==> config.mk <==
export PLATFORM = sky130hd
export DESIGN_NAME = countdown_timer
export DESIGN_NICKNAME = d
export VERILOG_FILES = /design/src/rtl/countdown_pkg.sv /design/src/rtl/bcd_down_digit.sv /design/src/rtl/countdown_timer.sv
export SDC_FILE = /design/constraint.sdc
export NUM_CORES = 1
export LEC_CHECK = 0
export ABC_AREA = 0
export CORE_MARGIN = 4
export CORE_UTILIZATION = 43
export DETAILED_ROUTE_END_ITERATION = 7
export PLACE_DENSITY_LB_ADDON = 0.1
export SYNTH_ARGS = -nofsm -noshare
export SYNTH_HDL_FRONTEND = slang
export SYNTH_SLANG_ARGS = --single-unit
==> constraint.sdc <==
create_clock -name clk -period 1.99 [get_ports clk]
set_input_delay 0.398 -clock clk [delete_from_list [all_inputs] [get_ports clk]]
set_output_delay 0.398 -clock clk [all_outputs]
set_load 0.005 [all_outputs]
==> src/rtl/countdown_pkg.sv <==
// Shared types and default sizes for the MM:SS countdown timer.
package countdown_pkg;
  typedef enum logic [1:0] {
    IDLE  = 2'd0,
    RUN   = 2'd1,
    PAUSE = 2'd2,
    DONE  = 2'd3
  } state_t;

  localparam int DIGIT_W_DEF      = 4;
  localparam int SEC_TENS_MAX_DEF = 5;
  localparam int MIN_TENS_MAX_DEF = 5;
  localparam int BCD_ONES_MAX     = 9;
endpackage

==> src/rtl/bcd_down_digit.sv <==
// One BCD digit as a mod-(MOD_MAX+1) down counter with a combinational borrow out.
module bcd_down_digit #(
  parameter int DIGIT_W = 4,
  parameter int MOD_MAX = 9
) (
  input  logic               clk,
  input  logic               rst,
  input  logic               dec,
  input  logic               ld,
  input  logic [DIGIT_W-1:0] ld_val,
  output logic [DIGIT_W-1:0] q,
  output logic               borrow,
  output logic               zero
);
  logic [DIGIT_W-1:0] q_reg, q_next;

  always_comb begin
    q_next = q_reg;
    if (ld)
      q_next = ld_val;
    else if (dec)
      q_next = (q_reg == '0) ? DIGIT_W'(MOD_MAX) : q_reg - DIGIT_W'(1);
  end

  always_ff @(posedge clk) begin
    if (!rst)
      q_reg <= '0;
    else
      q_reg <= q_next;
  end

  assign q      = q_reg;
  assign zero   = (q_reg == '0);
  assign borrow = dec & zero;
endmodule

==> src/rtl/countdown_timer.sv <==
// MM:SS countdown timer: FSM, load validation, input priority and the digit borrow chain.
// Optional auto-reload from the last valid load is enabled by COUNTDOWN_AUTO_RELOAD_EN.
module countdown_timer
  import countdown_pkg::*;
#(
  parameter int SEC_TENS_MAX = SEC_TENS_MAX_DEF,
  parameter int MIN_TENS_MAX = MIN_TENS_MAX_DEF,
  parameter int DIGIT_W      = DIGIT_W_DEF
) (
  input  logic               clk,
  input  logic               rst,
  input  logic               tick,
  input  logic               load,
  input  logic [DIGIT_W-1:0] load_min_tens,
  input  logic [DIGIT_W-1:0] load_min_ones,
  input  logic [DIGIT_W-1:0] load_sec_tens,
  input  logic [DIGIT_W-1:0] load_sec_ones,
  input  logic               start,
  input  logic               stop,
  output logic [DIGIT_W-1:0] min_tens,
  output logic [DIGIT_W-1:0] min_ones,
  output logic [DIGIT_W-1:0] sec_tens,
  output logic [DIGIT_W-1:0] sec_ones,
  output logic               running,
  output logic               done,
  output logic               load_err
);
  state_t state_reg, state_next;
  logic   running_reg, done_reg, load_err_reg;
  logic   dec_en, reload, load_ok, load_bad, ld_en;
  logic   load_valid, is_zero, is_one, shadow_zero;
  logic   so_borrow, st_borrow, mo_borrow, mt_borrow;
  logic   so_zero, st_zero, mo_zero, mt_zero;
  logic [4*DIGIT_W-1:0] ld_vec;
  logic [4*DIGIT_W-1:0] load_vec;

  assign load_vec = {load_min_tens, load_min_ones, load_sec_tens, load_sec_ones};

  assign load_valid = (load_sec_ones <= DIGIT_W'(BCD_ONES_MAX)) &&
                      (load_min_ones <= DIGIT_W'(BCD_ONES_MAX)) &&
                      (load_sec_tens <= DIGIT_W'(SEC_TENS_MAX)) &&
                      (load_min_tens <= DIGIT_W'(MIN_TENS_MAX));

  assign is_zero = so_zero & st_zero & mo_zero & mt_zero;
  assign is_one  = (sec_ones == DIGIT_W'(1)) & st_zero & mo_zero & mt_zero;

`ifdef COUNTDOWN_AUTO_RELOAD_EN
  logic [4*DIGIT_W-1:0] shadow_reg;

  always_ff @(posedge clk) begin
    if (!rst)
      shadow_reg <= '0;
    else if (load_ok)
      shadow_reg <= load_vec;
  end

  assign shadow_zero = (shadow_reg == '0);
  assign ld_vec      = reload ? shadow_reg : load_vec;
`else
  assign shadow_zero = 1'b1;
  assign ld_vec      = load_vec;
`endif

  assign ld_en = load_ok | reload;

  // load > stop > start > tick; any load pulse, valid or not, consumes the cycle.
  always_comb begin
    state_next = state_reg;
    dec_en     = 1'b0;
    reload     = 1'b0;
    load_ok    = 1'b0;
    load_bad   = 1'b0;
    if (load) begin
      if (load_valid) begin
        load_ok    = 1'b1;
        state_next = IDLE;
      end else begin
        load_bad = 1'b1;
      end
    end else if (stop) begin
      if (state_reg == RUN)
        state_next = PAUSE;
    end else if (start && (state_reg == IDLE || state_reg == PAUSE) && !is_zero) begin
      state_next = RUN;
    end else if (tick && state_reg == RUN) begin
      if (is_one && !shadow_zero) begin
        reload = 1'b1;
      end else begin
        dec_en = 1'b1;
        if (is_one)
          state_next = DONE;
      end
    end
  end

  always_ff @(posedge clk) begin
    if (!rst) begin
      state_reg    <= IDLE;
      running_reg  <= 1'b0;
      done_reg     <= 1'b0;
      load_err_reg <= 1'b0;
    end else begin
      state_reg    <= state_next;
      running_reg  <= (state_next == RUN);
      done_reg     <= (state_next == DONE) | reload;
      load_err_reg <= load_bad;
    end
  end

  bcd_down_digit #(.DIGIT_W(DIGIT_W), .MOD_MAX(BCD_ONES_MAX)) u_sec_ones (
    .clk(clk), .rst(rst), .dec(dec_en), .ld(ld_en), .ld_val(ld_vec[DIGIT_W-1:0]),
    .q(sec_ones), .borrow(so_borrow), .zero(so_zero)
  );

  bcd_down_digit #(.DIGIT_W(DIGIT_W), .MOD_MAX(SEC_TENS_MAX)) u_sec_tens (
    .clk(clk), .rst(rst), .dec(so_borrow), .ld(ld_en), .ld_val(ld_vec[2*DIGIT_W-1:DIGIT_W]),
    .q(sec_tens), .borrow(st_borrow), .zero(st_zero)
  );

  bcd_down_digit #(.DIGIT_W(DIGIT_W), .MOD_MAX(BCD_ONES_MAX)) u_min_ones (
    .clk(clk), .rst(rst), .dec(st_borrow), .ld(ld_en), .ld_val(ld_vec[3*DIGIT_W-1:2*DIGIT_W]),
    .q(min_ones), .borrow(mo_borrow), .zero(mo_zero)
  );

  // The minutes-tens borrow would mean underflow, which the FSM never allows.
  bcd_down_digit #(.DIGIT_W(DIGIT_W), .MOD_MAX(MIN_TENS_MAX)) u_min_tens (
    .clk(clk), .rst(rst), .dec(mo_borrow), .ld(ld_en), .ld_val(ld_vec[4*DIGIT_W-1:3*DIGIT_W]),
    .q(min_tens), .borrow(mt_borrow), .zero(mt_zero)
  );

  assign running  = running_reg;
  assign done     = done_reg;
  assign load_err = load_err_reg;
endmodule

==> metrics <==
Leak=0.607 nW; Synth async-reset ratio=0%; Synth-to-Final Area Change=49.3%; final worst slack=0.166 ns; cell count after placement=212; Fillers=210; Fmax=0.548 GHz; core area=2450 µm²; status=finished clean; Final ANT Viol Nets=0; DR vias=1173; WL/cell=14.1 µm; shortest clock period the worst path allows after layout=1.82 ns; Syn. warnings=0; Die H=58.6 µm; cells after synthesis=133; crit-path cells=clkdlybuf4s50_1 > nor2_1 > buf_4 > nand4_2 > nor2_1 > mux2i_1 > o22ai_1; IO Pins=41; critical path type=in2reg; initial antenna violation count=0; critical path's top delay family=simple AND/OR/NAND/NOR gates; CP max stage delay=0.42 ns; detailed router's first-iteration violation count=21; clock latency on the worst-skew pair=0.31 ns; critical path's slowest cell=clkdlybuf4s50_1; Top FF cell, synth=dfxtp_1; clk root buf=clkbuf_4; Tot Pwr=0.791 mW; Final setup viols=0; pwr dens=482 nW/µm²; port bufs=40; total global routing overflow=0; final hold violation count=0; number of diodes=0; vias in the first global route=1147; largest net degree at the start of global routing=13; Mapped Avg Cell Area=8.27 µm²; Post-Route WL=3040 µm; Starting Density=44.8%; num rows=18; clock transition at the registers of the reported paths=0.12 ns; CTS Sinks=21; Yosys reg bits=21; Setup TNS=0 ns; Die Area=3430 µm²; Worst Hold Class=reg2reg; Die W=58.6 µm; maximum vdd drop=0.377 mV; Yosys cell types=42; Syn Nets=155; post_cts resized=0; Place WS=-0.167 ns; post-route non-filler standard cell count=216; fin crit share=91.6%; Clock Tree Buf Depth=2; critical path endpoint category=register; most used cell, CP=nor2_1; CP Launch Type=input port; Tot GR Track Use=18.7%; total CTS buffers=3; Crit path required time=2.20 ns; Tightest Pin Transition=0.376 ns; number of H-tree levels=1; Slew HR=74.7%; Critical path buffers and inverters=2; unrepaired setup endpoints after global routing=false; post-synthesis sequential area ratio=38.2%; data arrival time of the critical path=2.03 ns; first-pass GRT wire length=4920 µm; Max Cap Violations=0; hpwl dp=2410 µm; share of layout cells above drive strength 1=12.4%; CTS tree=built; DR pass1 iterations=4; nets=209; max-slew violations=0; DRC Markers=0; Vias/cell=5.43; crit-path max FO=5; clk_skew=0.00865 ns; Mapped Area=1100 µm²; number of enable flip-flop cells after synthesis=0; Setup Buffers After CTS=0; placer congestion estimate=0.843; CTS Hold Buffers Added=0
cells in the final DEF, fill, tap and decap left out, drive strengths merged, types with 2 or more instances in the layout:
cell type | synthesis | layout
dfxtp | 21 | 21
a21oi | 11 | 11
nand2 | 11 | 11
nor3 | 6 | 6
clkbuf | 1 | 3
clkinv | 1 | 2
xnor2 | 4 | 4
clkdlybuf4s50 | 0 | 40
inv | 3 | 3
mux2i | 2 | 2
xor2 | 3 | 3
nand4 | 2 | 2
and3 | 2 | 2
o21ai | 10 | 10
or4 | 2 | 2
nor3b | 3 | 3
a211oi | 6 | 6
nor2 | 18 | 18
and2 | 2 | 2
nand3 | 3 | 3
buf | 3 | 13
nor4 | 3 | 3
cells in the mapped netlist, drive strengths merged, types with 2 or more instances:
master	n	area, µm²
dfxtp	21	420
nor2	18	67.6
a21oi	11	55.1
nand2	11	41.3
o21ai	10	50.1
a211oi	6	45.0
nor3	6	30.0
xnor2	4	35.0
buf	3	17.5
inv	3	11.3
nand3	3	27.5
nor3b	3	22.5
nor4	3	40.0
xor2	3	26.3
and2	2	12.5
and3	2	12.5
mux2i	2	20.0
nand4	2	18.8
or4	2	15.0
cells by family (layout without fill, tap and decap cells):
family	after synthesis	in the layout	synth area share, %
and+or+nand+nor	59	59	31.2
AOI/OAI and AO/OA	36	36	19.9
DFF	21	21	38.2
buffers and inverters	8	61	3.30
xor gates and xnor gates	7	7	5.57
muxes	2	2	1.82
routing by layer:
metal	GRT usage (%)	vias up	wire length [µm]	share of wire [%]
met5	0	-	0	0
met4	7.77	0	15	0.49
met3	3.95	2	173	5.7
met2	32.1	39	1470	48
met1	22.7	540	1380	45
li1	-	592	-	-
worst paths after layout:
check                                     start  slack [ns]  cells past startpoint              end
worst max-delay path                       stop        0.17                      7  u_min_tens.q[1]
worst max register to register  u_sec_tens.q[0]        0.24                      5  u_min_tens.q[1]
worst min-delay path            u_min_tens.q[3]        0.50                      2  u_min_tens.q[3]
worst min register to register  u_min_tens.q[3]        0.50                      2  u_min_tens.q[3]
report_power, final:
| part | switching [mW] | internal (mW) | total [mW] |
|---|---|---|---|
| Combinational | 0.0542 | 0.0809 | 0.135 |
| Clock | 0.141 | 0.0752 | 0.217 |
| Sequential | 0.0106 | 0.429 | 0.439 |
| Total | 0.206 | 0.585 | 0.791 |
stage by stage:
step / hold WS, ns / utilization [%] / instance area [µm²]
after floorplan: 0.455 / - / 1100
after global placement: 0.465 / 65.7 / 1610
after detailed placement: 0.479 / 65.7 / 1610
after CTS: 0.497 / 66.9 / 1640
after global routing: 0.513 / 66.9 / 1640
final: 0.496 / 66.9 / 1640
final cells by class:
| cell class | instances | area, µm² | area share, % |
|---|---|---|---|
| multi-input combinational | 104 | 643 | 39.2 |
| timing repair buffer | 53 | 498 | 30.3 |
| sequential | 21 | 420 | 25.6 |
| tap | 30 | 37.5 | 2.29 |
| clock buffer | 3 | 22.5 | 1.37 |
| inverter | 4 | 15.0 | 0.915 |
| clock inverter | 1 | 5.00 | 0.305 |
worst register-to-register path, cell delays in order (launching register included):
cell and delay (ns):
dfxtp_1 0.38, nor4_4 0.40, nand4_2 0.26, nor2_1 0.30, mux2i_1 0.23, o22ai_1 0.09
No activity file was read; power rests on OpenSTA's default activity.
